--- src/rtl/ce_ls_arb_pkg.sv ---
// Shared definitions for the CE LS-scaler arbiter: FSM encoding, frame-length default
// and orphan counter limit.
package ce_ls_arb_pkg;

  typedef enum logic [1:0] {
    ST_IDLE  = 2'd0,
    ST_GRANT = 2'd1,
    ST_BUSY  = 2'd2,
    ST_FLUSH = 2'd3
  } state_e;

  // An fftpts field of zero stands for a full 4096-point frame.
  localparam int FFTPTS_DEFAULT = 4096;
  localparam int ORPHAN_MAX     = 255;

  function automatic logic [7:0] orphan_add(input logic [7:0] cnt, input logic [1:0] inc);
    logic [8:0] sum;
    sum = {1'b0, cnt} + {7'b0, inc};
    return (sum > 9'(ORPHAN_MAX)) ? 8'(ORPHAN_MAX) : sum[7:0];
  endfunction

endpackage

--- src/rtl/ce_ls_outreg.sv ---
// Single-stage ready/valid output register: one beat of latency, full throughput,
// payload held stable while the downstream stalls.
module ce_ls_outreg #(
  parameter int wData = 35,
  parameter int wCnt  = 12
) (
  input  logic             clk,
  input  logic             rst_sync,
  input  logic             in_valid_i,
  output logic             in_ready_o,
  input  logic             in_sop_i,
  input  logic             in_eop_i,
  input  logic             in_chan_i,
  input  logic [wCnt-1:0]  in_fftpts_i,
  input  logic [wData-1:0] in_real_i,
  input  logic [wData-1:0] in_imag_i,
  input  logic             m_ready_i,
  output logic             m_valid_o,
  output logic             m_sop_o,
  output logic             m_eop_o,
  output logic             m_chan_o,
  output logic [wCnt-1:0]  m_fftpts_o,
  output logic [wData-1:0] m_real_o,
  output logic [wData-1:0] m_imag_o
);

  logic             valid_q, sop_q, eop_q, chan_q;
  logic [wCnt-1:0]  fftpts_q;
  logic [wData-1:0] real_q, imag_q;

  assign in_ready_o = ~valid_q | m_ready_i;

  always_ff @(posedge clk) begin
    if (rst_sync) begin
      valid_q  <= 1'b0;
      sop_q    <= 1'b0;
      eop_q    <= 1'b0;
      chan_q   <= 1'b0;
      fftpts_q <= '0;
      real_q   <= '0;
      imag_q   <= '0;
    end else if (in_valid_i && in_ready_o) begin
      valid_q  <= 1'b1;
      sop_q    <= in_sop_i;
      eop_q    <= in_eop_i;
      chan_q   <= in_chan_i;
      fftpts_q <= in_fftpts_i;
      real_q   <= in_real_i;
      imag_q   <= in_imag_i;
    end else if (m_ready_i) begin
      valid_q  <= 1'b0;
    end
  end

  assign m_valid_o  = valid_q;
  assign m_sop_o    = sop_q;
  assign m_eop_o    = eop_q;
  assign m_chan_o   = chan_q;
  assign m_fftpts_o = fftpts_q;
  assign m_real_o   = real_q;
  assign m_imag_o   = imag_q;

endmodule

--- src/rtl/ce_ls_arb.sv ---
// Frame-granular arbiter sharing one LS scaler between two sample streams; frames are
// never interleaved and malformed frames are truncated or flushed with a len_err pulse.
module ce_ls_arb
  import ce_ls_arb_pkg::*;
#(
  parameter int wData = 35,
  parameter int wCnt  = 12
) (
  input  logic             clk,
  input  logic             rst_sync,
  input  logic             s0_valid,
  output logic             s0_ready,
  input  logic             s0_sop,
  input  logic             s0_eop,
  input  logic [wData-1:0] s0_real,
  input  logic [wData-1:0] s0_imag,
  input  logic [wCnt-1:0]  s0_fftpts,
  input  logic             s1_valid,
  output logic             s1_ready,
  input  logic             s1_sop,
  input  logic             s1_eop,
  input  logic [wData-1:0] s1_real,
  input  logic [wData-1:0] s1_imag,
  input  logic [wCnt-1:0]  s1_fftpts,
  output logic             m_valid,
  input  logic             m_ready,
  output logic             m_sop,
  output logic             m_eop,
  output logic [wData-1:0] m_real,
  output logic [wData-1:0] m_imag,
  output logic [wCnt-1:0]  m_fftpts,
  output logic             m_chan,
  output logic             len_err,
  output logic [7:0]       orphan_cnt
);

  localparam int LenW = wCnt + 1;

  state_e            state_q, state_d;
  logic              owner_q, owner_d, last_owner_q, last_owner_d;
  logic [LenW-1:0]   len_q, len_d, cnt_inc;
  logic [wCnt-1:0]   cnt_q, cnt_d;
  logic [7:0]        orphan_q, orphan_d;
  logic              len_err_q, len_err_d;
  logic              push, push_sop, push_eop, out_ready;
  logic              own_valid, own_sop, own_eop, cand0, cand1;
  logic [wCnt-1:0]   own_fft;
  logic [wData-1:0]  own_real, own_imag;

  assign own_valid = owner_q ? s1_valid  : s0_valid;
  assign own_sop   = owner_q ? s1_sop    : s0_sop;
  assign own_eop   = owner_q ? s1_eop    : s0_eop;
  assign own_fft   = owner_q ? s1_fftpts : s0_fftpts;
  assign own_real  = owner_q ? s1_real   : s0_real;
  assign own_imag  = owner_q ? s1_imag   : s0_imag;
  assign cand0     = s0_valid & s0_sop;
  assign cand1     = s1_valid & s1_sop;
  assign cnt_inc   = {1'b0, cnt_q} + LenW'(1);

  always_comb begin
    state_d      = state_q;
    owner_d      = owner_q;
    last_owner_d = last_owner_q;
    len_d        = len_q;
    cnt_d        = cnt_q;
    orphan_d     = orphan_q;
    len_err_d    = 1'b0;
    s0_ready     = 1'b0;
    s1_ready     = 1'b0;
    push         = 1'b0;
    push_sop     = 1'b0;
    push_eop     = 1'b0;
    unique case (state_q)
      ST_IDLE: begin
        s0_ready = s0_valid & ~s0_sop;
        s1_ready = s1_valid & ~s1_sop;
        orphan_d = orphan_add(orphan_q, {1'b0, s0_ready} + {1'b0, s1_ready});
        if (cand0 | cand1) begin
          owner_d = (cand0 & cand1) ? ~last_owner_q : cand1;
          state_d = ST_GRANT;
        end
      end
      ST_GRANT: begin
        len_d   = (own_fft == '0) ? LenW'(FFTPTS_DEFAULT) : {1'b0, own_fft};
        cnt_d   = '0;
        state_d = ST_BUSY;
      end
      ST_BUSY: begin
        s0_ready = ~owner_q & out_ready;
        s1_ready = owner_q & out_ready;
        if (own_valid && out_ready) begin
          push     = 1'b1;
          push_sop = (cnt_q == '0);
          cnt_d    = cnt_inc[wCnt-1:0];
          if (own_sop && cnt_q != '0) len_err_d = 1'b1;
          // Frame ends on eop or on reaching the latched length, whichever is first.
          if (own_eop || cnt_inc == len_q) begin
            push_eop     = 1'b1;
            last_owner_d = owner_q;
            if (!(own_eop && cnt_inc == len_q)) len_err_d = 1'b1;
            state_d      = own_eop ? ST_IDLE : ST_FLUSH;
          end
        end
      end
      ST_FLUSH: begin
        s0_ready = ~owner_q;
        s1_ready = owner_q;
        if (own_valid && own_eop) state_d = ST_IDLE;
      end
      default: state_d = ST_IDLE;
    endcase
    if (rst_sync) begin
      s0_ready = 1'b0;
      s1_ready = 1'b0;
      push     = 1'b0;
    end
  end

  always_ff @(posedge clk) begin
    if (rst_sync) begin
      state_q      <= ST_IDLE;
      owner_q      <= 1'b0;
      last_owner_q <= 1'b1;
      len_q        <= '0;
      cnt_q        <= '0;
      orphan_q     <= '0;
      len_err_q    <= 1'b0;
    end else begin
      state_q      <= state_d;
      owner_q      <= owner_d;
      last_owner_q <= last_owner_d;
      len_q        <= len_d;
      cnt_q        <= cnt_d;
      orphan_q     <= orphan_d;
      len_err_q    <= len_err_d;
    end
  end

  assign len_err    = len_err_q;
  assign orphan_cnt = orphan_q;

  ce_ls_outreg #(.wData(wData), .wCnt(wCnt)) u_outreg (
    .clk        (clk),
    .rst_sync   (rst_sync),
    .in_valid_i (push),
    .in_ready_o (out_ready),
    .in_sop_i   (push_sop),
    .in_eop_i   (push_eop),
    .in_chan_i  (owner_q),
    .in_fftpts_i(len_q[wCnt-1:0]),
    .in_real_i  (own_real),
    .in_imag_i  (own_imag),
    .m_ready_i  (m_ready),
    .m_valid_o  (m_valid),
    .m_sop_o    (m_sop),
    .m_eop_o    (m_eop),
    .m_chan_o   (m_chan),
    .m_fftpts_o (m_fftpts),
    .m_real_o   (m_real),
    .m_imag_o   (m_imag)
  );

endmodule

--- config.mk ---
export PLATFORM = sky130hd
export DESIGN_NAME = ce_ls_arb
export DESIGN_NICKNAME = d
export VERILOG_FILES = /design/src/rtl/ce_ls_arb_pkg.sv /design/src/rtl/ce_ls_outreg.sv /design/src/rtl/ce_ls_arb.sv
export SDC_FILE = /design/constraint.sdc
export NUM_CORES = 1
export LEC_CHECK = 0
export ABC_AREA = 1
export CAP_MARGIN = 20
export CORE_AREA = 10 10 116 118
export DETAILED_ROUTE_END_ITERATION = 8
export DIE_AREA = 0 0 126 128
export DONT_BUFFER_PORTS = 1
export PLACE_DENSITY_LB_ADDON = 0.08
export SETUP_SLACK_MARGIN = 0.4
export SLEW_MARGIN = 20
export SYNTH_ARGS = -nofsm -noshare
export SYNTH_HDL_FRONTEND = slang
export SYNTH_SLANG_ARGS = --single-unit
export TNS_END_PERCENT = 10
--- constraint.sdc ---
create_clock -name clk -period 1.98 [get_ports clk]
set_input_delay 0.198 -clock clk [delete_from_list [all_inputs] [get_ports clk]]
set_output_delay 0.198 -clock clk [all_outputs]
set_load 0.01 [all_outputs]
* Yosys cells after proc, flatten, opt, wreduce, memory -nomap -nowiden
Index checks and enable logic that the tools add are counted.
** Operators by class
- Add/sub/neg operators :: 3
- $mul :: 0
- Div/mod/pow operators :: 0
- Order comparisons :: 1
- Eq/ne operators :: 8
- Shifts and indexed selects :: 0
- Multiplexer cells :: 34
- Bitwise gates (word level) :: 16
- Reductions and logical operators :: 17
** Operators with widths (number)
- 35-bit two-way mux :: 2
- 12-bit zero test :: 2
- 12-bit two-way mux :: 2
- 12-bit one-hot mux with 2 select lines :: 1
- 1-bit two-way mux :: 19
- 12-bit by 1-bit adder with 13-bit output (second input constant) :: 1
- 13-bit equality test :: 1
- 13-bit two-way mux :: 1
- 12-bit nonzero test :: 1
- 2-bit two-way mux :: 5
- 8-bit by 2-bit adder with 9-bit output :: 1
- 9-bit by 8-bit > comparator with 1-bit output (second input constant) :: 1
- 8-bit two-way mux :: 1
- 2-bit != test (second input constant) :: 4
- 2-bit one-hot mux with 4 select lines :: 1
- 1-bit bitwise AND :: 7
- 1-bit NOT :: 7
- 1-bit one-hot mux with 3 select lines :: 2
- 1-bit logical AND :: 5
- 2-bit equality test (second input constant) :: 2
- 2-bit AND reduction :: 2
- 4-bit AND reduction :: 1
- 2-bit nonzero test :: 2
- 3-bit AND reduction :: 1
- 6 further kinds :: 7
** Storage, ports and cells
- Register bits after elaboration :: 124
- Latch bits :: 0
- RAM bits :: 0
- ROM bits :: 0
- Bits of input ports :: 173
- Output and inout port bits :: 97
- Logic and storage cells :: 93
- Memories kept :: 0

* Logic depth before layout (Yosys ltp)
Gate-level depths: netlist (run 1).
- Depth after elaboration :: 8
- Gate-level depth with buffers :: 15
- Depth with buffers taken out :: 15

* Hierarchy
Synthesis (run 1) repeated with hierarchy kept, for this count alone.
** Second synthesis, totals
- Cell total of the unflattened synthesis :: 1172
- Area, all modules :: 7093.1 um2
** By module, submodules not included
- ce_ls_outreg :: instances 1, cells each 562, area each 3836.2 um2
- ce_ls_arb :: instances 1, cells each 610, area each 3256.9 um2

* Least setup slack after synthesis (run 1)
No wires, ideal clock.
- Kind :: reg2reg
- From :: register cnt_q[0]
- To :: register last_owner_q
- Arrival :: 1652 ps
- Required time :: 1848 ps
- Slack :: 195 ps
- Stages on the path, launching flop included :: 16
- Buffers on the path :: 0
- Clock period less this slack :: 1785 ps
- Cells stage by stage :: dfxtp_1 inv_1 ha_1 inv_1 nand2_1 nand2_1 nor2_1 nand3_1 nor2_1 nand3_1 nor2_1 nand3_1 nand2_2 nand2_2 nand2_1 nand3_1
** On the way
- Longest elaborated chain between the ends :: 4
** Ends and longest elaborated chain
- from (decl) :: RTL line ce_ls_arb.sv:42 : logic [wCnt-1:0] cnt_q, cnt_d;
- from (signal assigned) :: RTL line ce_ls_arb.sv:133 : cnt_q <= cnt_d;
- 12-bit by 1-bit adder with 13-bit output :: RTL line ce_ls_arb.sv:58 : assign cnt_inc = {1'b0, cnt_q} + LenW'(1);
- 13-bit equality test :: RTL line ce_ls_arb.sv:97 : if (own_eop || cnt_inc == len_q) begin
- 1-bit logical OR :: RTL line ce_ls_arb.sv:97
- 3-bit AND reduction (no source line)
- to (signal assigned) :: RTL line ce_ls_arb.sv:131 : last_owner_q <= last_owner_d;
- to (decl) :: RTL line ce_ls_arb.sv:40 : logic owner_q, owner_d, last_owner_q, last_owner_d;
Every way passes these cells.
A chain may end at the register's enable or synchronous reset.

* Final worst setup path (run 1)
Ends and elaborated chain as after synthesis.

==> results of run 1 <==
layer usage:
metal,up-vias,part of all wire (%),GRT usage (%)
met3,48,9.3,9.76
met5,-,0,0
met4,0,2.6,8.98
li1,2949,-,-
met1,2800,37,24.5
met2,293,51,41.0
flip-flops by register name, indices dropped and copies added (netlist names):
signal               cells
cnt_q                   12
last_owner_q             1
len_err                  1
len_q                   13
orphan_cnt               8
owner_q                  1
state_q                  2
u_outreg.m_chan_o        1
u_outreg.m_eop_o         1
u_outreg.m_fftpts_o     12
u_outreg.m_imag_o       35
u_outreg.m_real_o       35
u_outreg.m_sop_o         1
u_outreg.m_valid_o       1
timing repair:
item                                    CTS  global route
hold buffers                              6             2
setup buffers                            10             6
pin swaps                                13            21
resized for setup                        26            30
hold endpoints to repair                 93            91
endpoints found under the setup margin   90           105
gates cloned                              0             1
per-stage QoR:
step	instance area, µm²	setup slack, ns	instances	util [%]	TNS (ns)
floorplan	6020	0.283	896	-	0
detailed placement	6170	0.00961	1006	55.0	0
CTS	7080	0.140	1054	63.1	0
finish	7250	0.0826	1063	64.6	0
global placement	6170	0.0924	1006	55.0	0
global route	7250	-0.0525	1063	64.6	-0.0708
cells in the mapped netlist:
library cell    n  share of area (%)
xnor2_1         3               0.44
nor2_4          5               0.94
and3_1          1               0.10
dfxtp_1       124                 42
or2_2           2               0.21
a211oi_1        3               0.38
o21ai_1         2               0.17
nor4_1          2               0.21
ha_1            3               0.63
o22ai_1         7               0.73
inv_1          52                3.3
o31ai_1         1               0.13
a31oi_1         2               0.21
a21o_1          1               0.13
buf_4           2               0.25
o32ai_1         1               0.15
clkinv_1        2               0.13
buf_2          19                1.6
clkbuf_1       31                1.9
nand4_1        10                1.0
a21oi_2         2               0.29
xor2_1          1               0.15
mux2i_1         6                1.0
o21ai_0        25                2.1
nand2_1       264                 17
nand3_2         2               0.34
o211ai_1        1               0.13
nor2_1        101                6.3
nand3_1        41                3.4
a21oi_1       170                 14
fa_1            1               0.34
nand2_2         5               0.52
nor3_1          4               0.34
worst reg2reg max path, stage by stage (launching register included):
cell and delay [ns]:
dfxtp_4 0.38, ha_4 0.17, nand2_4 0.06, nor2_4 0.19, nand2_1 0.09, nand2_1 0.09
nor2_1 0.05, nor2_1 0.10, nand3_1 0.11, nor2_2 0.17, nand3_2 0.10, nand2_2 0.09
nand2_2 0.07, nand2_1 0.06, nand3_1 0.06
cell families (layout without fill, tap and decap cells):
family	count (synthesis)	count (layout)	share of synthesized area, %
simple gates	437	437	30.1
compound gates	215	215	18.6
flops	124	124	41.5
buf+inv	106	130	7.18
mux	6	6	1.01
fa+ha+maj	4	4	0.963
xor+xnor	4	4	0.586
where the power goes:
group          internal, mW  total, mW  switching, mW
registers              2.76       3.07          0.310
logic                 0.610       1.74           1.13
clock network          2.51       3.62           1.10
total                  5.89       8.43           2.54
how the worst max path moves through the flow:
stage	from	endpoint	slack, ns	cells past startpoint
after floorplan	cnt_q[0]$_SDFFE_PP0P_	last_owner_q$_SDFFE_PP1P_	0.28	15
after global placement	cnt_q[0]$_SDFFE_PP0P_	last_owner_q$_SDFFE_PP1P_	0.09	15
after detailed placement	cnt_q[0]$_SDFFE_PP0P_	last_owner_q$_SDFFE_PP1P_	0.01	14
after CTS	cnt_q[0]$_SDFFE_PP0P_	last_owner_q$_SDFFE_PP1P_	0.14	15
after global routing	cnt_q[0]$_SDFFE_PP0P_	last_owner_q$_SDFFE_PP1P_	-0.05	14
final	cnt_q[0]$_SDFFE_PP0P_	last_owner_q$_SDFFE_PP1P_	0.08	14
layout make-up:
class	count	area, µm²
fillers	962	3970
multi-input cells	666	3230
flip-flops and latches	124	2510
clock buffers	20	447
repair buffers	43	430
clock inverters	12	241
inverters	54	211
well taps	143	179
repair inverters	1	7.51
==> flow_summary.ini, run 1 <==
[sta]
grt_setup_unrepaired = true
finClkSkew_ns = 0.00790
fin_crit_sh_pct = 95.8
setup_violations = 0
hold_violations = 90
tightest_slew_ns = 0.569
hold_slack_ns = -0.145
fmax_ghz = 0.527
max_slew_margin_pct = 62.1
slew_violations = 0
post-route-min-period_ns = 1.90

[die]
die_w_um = 126
die_height_um = 128
core-area_um2 = 11200
rows = 39
initial_core_util_pct = 53.2
pin_count = 270
fp.dieArea_um2 = 16100

[cells_and_area]
nNetsFinal = 1084
antenna_cells = 0
drive_above_1_share_pct = 13.6
final_common_cell = nand2_1
layout_common_cells = nand2_1, a21oi_1, dfxtp_1
synthToLayoutAreaGrowth_pct = 21.3

[setup_path]
path_delay_family = simple AND/OR/NAND/NOR gates
cp-end-kind = register
rr_startpoint = cnt_q[0]$_SDFFE_PP0P_
crit_arrival_ns = 2.19
crit_path_frequent_cell = nand2_1
max_stage_delay_ns = 0.38
crit_required_ns = 2.27
r2r_slack_ns = 0.08
crit_type = reg2reg
crit_buf_inv = 0
r2r_end = last_owner_q$_SDFFE_PP1P_
path_cells = ha_4 > nand2_4 > nor2_4 > nand2_1 > nand2_1 > nor2_1 > nor2_1 > nand3_1 > nor2_2 > nand3_2 > nand2_2 > nand2_2 > nand2_1 > nand3_1
crit_slowest_cell = dfxtp_4
cp_max_fo = 8
rr_worst_depth = 14
critPathLaunchType = register

[power_and_ir_drop]
peakVddDrop_mv = 0.705
p_total_mw = 8.43
power.density_nw_per_um2 = 1160
power.leakage_nw = 2.95

[clocking]
cts.sinks = 124
htree_num_levels = 4
cts_tree = built
clockBufferDepth = 2
clockRootBuffer = clkbuf_16
clk_pin_slew_ns = 0.06
cts_buffers = 17
clock_insertion_delay_worst_skew_ns = 0.42

[global_route]
grt_pass1_wl_um = 31000
grt_pass1_vias = 6052
antenna_found_initial = 0
grt_use_total_pct = 23.4
grt_max_degree = 92
globalRouteOverflowTotal = 0

[logic_synthesis]
ys_types = 33
synthCells = 896
syn_nets = 1073
ys_warn_count = 0
syn_avg_cell_area_um2 = 6.67
syn-cell-area_um2 = 5970
ys_seq_area_share_pct = 41.5
synth-seq-cells = 124

[routing]
drt_iter0_drc = 568
drc_errors = 0
postRouteAntennaNets = 0
drt-total-wl_um = 20400
viasPerCell = 5.73
wl_per_cell_um = 19.2
vias = 6090
firstDrtPassIters = 6

[placement]
gp_congestion = 0.907
numPortBuffers = 0
hpwl_um = 14500

[min_path]
worst_hold_path.num_cells = 1
hold_end = u_outreg.m_real_o[18]$_SDFFE_PP0P_
worstHoldStart = rst_sync
hp-class = in2reg

[outcome]
violations = negative hold slack
status = complete, but fails checks

[flow_run]
cap_violations = 0
(Power assumes the default switching activity.)
==> run 2: changes to the inputs <==
--- a/config.mk
+++ b/config.mk
@@ -5,11 +5,10 @@
 export SDC_FILE = /design/constraint.sdc
 export NUM_CORES = 1
 export LEC_CHECK = 0
-export ABC_AREA = 1
 export CAP_MARGIN = 20
-export CORE_AREA = 10 10 116 118
+export CORE_AREA = 2 2 107 109
 export DETAILED_ROUTE_END_ITERATION = 8
-export DIE_AREA = 0 0 126 128
+export DIE_AREA = 0 0 109 111
 export DONT_BUFFER_PORTS = 1
 export PLACE_DENSITY_LB_ADDON = 0.08
 export SETUP_SLACK_MARGIN = 0.4
==> run 2 against run 1 <==
  * The run ends with negative hold slack, negative setup slack left
  * Clock power shrank 14%
  * Power grew 13%
  * Combinational power grew 68%
  * Critical path type unchanged
  * Largest power group is now registers
==> flow_summary.ini, run 2 <==
[min_path]
hp-class = in2reg
worst_hold_path.num_cells = 1

[setup_path]
crit_required_ns = 2.32
crit_buf_inv = 0
worstSetupPathDepth = 6
cp_max_fo = 4
rr_worst_depth = 6
crit_type = reg2reg
crit_arrival_ns = 2.46
cp-end-kind = register
max_stage_delay_ns = 0.51
path_delay_family = simple AND/OR/NAND/NOR gates
critPathLaunchType = register
crit_slowest_cell = or4_4
path_cells = nand3_4 > or4_4 > or3_4 > a211oi_4 > xnor2_1 > a211oi_2

[global_route]
globalRouteOverflowTotal = 0
grt_pass1_wl_um = 28700
grt_max_degree = 123
grt_pass1_vias = 5225
grt_use_total_pct = 31.0
antenna_found_initial = 0

[sta]
fmax_ghz = 0.470
setup_slack_ns = -0.147
slew_violations = 0
finClkSkew_ns = 0.00754
grt_setup_unrepaired = true
post-route-min-period_ns = 2.13
setup_violations = 4
fin_crit_sh_pct = 107
hold_violations = 116
hold_slack_ns = -0.151
tightest_slew_ns = 0.397
max_slew_margin_pct = 73.5

[power_and_ir_drop]
peakVddDrop_mv = 0.780
power.leakage_nw = 3.02
power.density_nw_per_um2 = 1090

[clocking]
clockBufferDepth = 2
cts_buffers = 17
clockRootBuffer = clkbuf_16
clock_insertion_delay_worst_skew_ns = 0.42
cts.sinks = 124
htree_num_levels = 4
cts_tree = built
cts_hold_buf = 12
clk_pin_slew_ns = 0.05

[die]
die_height_um = 111
initial_core_util_pct = 53.3
pin_count = 270
rows = 39
fp.dieArea_um2 = 12100
core-area_um2 = 11100
die_w_um = 109

[routing]
drt_iter0_drc = 294
wl_per_cell_um = 24.0
firstDrtPassIters = 4
drt-total-wl_um = 20700
drc_errors = 0
postRouteAntennaNets = 0
viasPerCell = 6.39
vias = 5520

[logic_synthesis]
synth_xor_area_share_pct = 3.12
synth_simple_gate_area_share_pct = 17.0
ys_types = 54
synth_common_cells = dfxtp_1, nor2_1, mux2i_1
synth-edff-count = 0
yosys.area.top_type = dfxtp_1
syn-cell-area_um2 = 5900
synth_top_family_by_area = compound AO/OA/AOI/OAI gates
ys_warn_count = 0
syn_avg_cell_area_um2 = 8.86
synthArstFlopShare_pct = 0
synth_ff_type = dfxtp_1
synth-seq-cells = 124
synth_top_area_share_pct = 42.1
synthCells = 666
synth_compound_area_share_pct = 17.8
synthMostInstantiatedCell = dfxtp_1
synth_top_cells_by_area = dfxtp_1, mux2i_1, a211oi_1
ys_seq_area_share_pct = 42.1
synth_fa_ha_area_share_pct = 0.975
syn_nets = 843
synthMuxAreaShare_pct = 15.0

[outcome]
status = complete, but fails checks
violations = negative hold slack, negative setup slack

[placement]
gp_congestion = 0.904
post_dp_cell_area_um2 = 6310
placedCellCount = 799
numPortBuffers = 0
hpwl_um = 12300

[cells_and_area]
nNetsFinal = 885
drive_above_1_share_pct = 44.2
finalNonFillerCells = 864
antenna_cells = 0
layout_common_cells = dfxtp_1, mux2i_1, a211oi_2
final_area_um2 = 8700
synthToLayoutAreaGrowth_pct = 47.4
final_common_cell = dfxtp_1
final_util_pct = 78.5
fill_cells = 674

[flow_run]
cap_violations = 0
==> run 2: path summary, 6_finish.rpt <==
path	from	endpoint	slack [ns]
setup / recovery	cnt_q[7]$_SDFFE_PP0P_	len_err$_SDFF_PP0_	-0.15
hold / removal	rst_sync	u_outreg.m_real_o[4]$_SDFFE_PP0P_	-0.15
hold reg to reg	len_q[11]$_SDFFE_PP0P_	u_outreg.m_fftpts_o[11]$_SDFFE_PP0P_	0.52
setup reg to reg	cnt_q[7]$_SDFFE_PP0P_	len_err$_SDFF_PP0_	-0.15
==> run 2: routing by layer <==
layer / track usage (%) / routed length, µm
met5: 0 / 0
met4: 11.1 / 621
met3: 9.35 / 1500
met2: 52.6 / 10800
met1: 36.7 / 7750
==> run 2: metrics by stage <==
step | power [mW] | worst slack (ns) | setup TNS, ns
floorplan | 4.58 | -0.0685 | -0.231
detailed placement | 5.06 | -0.209 | -0.780
global route | 9.85 | -0.241 | -0.791
CTS | 8.84 | -0.182 | -0.533
global placement | 5.01 | -0.118 | -0.430
finish | 9.48 | -0.147 | -0.408
==> run 2: timing repair <==
item,CTS,global route
gates resized for setup,200,136
gates cloned,2,7
setup buffers,3,9
endpoints found under the hold margin,122,116
setup endpoints to repair,110,105
pin swaps,79,166
==> run 2: worst register-to-register path, delay by kind of cell (launching register included) <==
kind             cells  cell delay [ns]
XOR/XNOR             1             0.13
AND/OR/NAND/NOR      3             0.98
flip-flops           1             0.41
AO/OA/AOI/OAI        2             0.53
==> run 2: cells by family (layout without fill, tap and decap cells) <==
logic type,Yosys count,in the layout
compound gates,159,159
xor+xnor,21,21
fa+ha+maj,4,4
buf+inv,58,113
flops,124,124
mux,88,88
simple gates,212,212
==> run 2: layout make-up <==
class                   count  area, µm²  share of cell area [%]
inverters                   4       15.0                   0.173
multi-input cells         484       4430                    51.0
well taps                 143        179                    2.06
repair buffers             77        976                    11.2
flip-flops and latches    124       2510                    28.8
clock inverters             6        109                    1.25
clock buffers              26        479                    5.51
==> run 2: power breakdown <==
group	total, mW	leakage, nW	switching [mW]	internal [mW]
Clock	3.13	0.283	1.09	2.04
Combinational	2.92	1.73	1.53	1.39
Sequential	3.43	1.01	0.572	2.86
Total	9.48	3.02	3.19	6.30
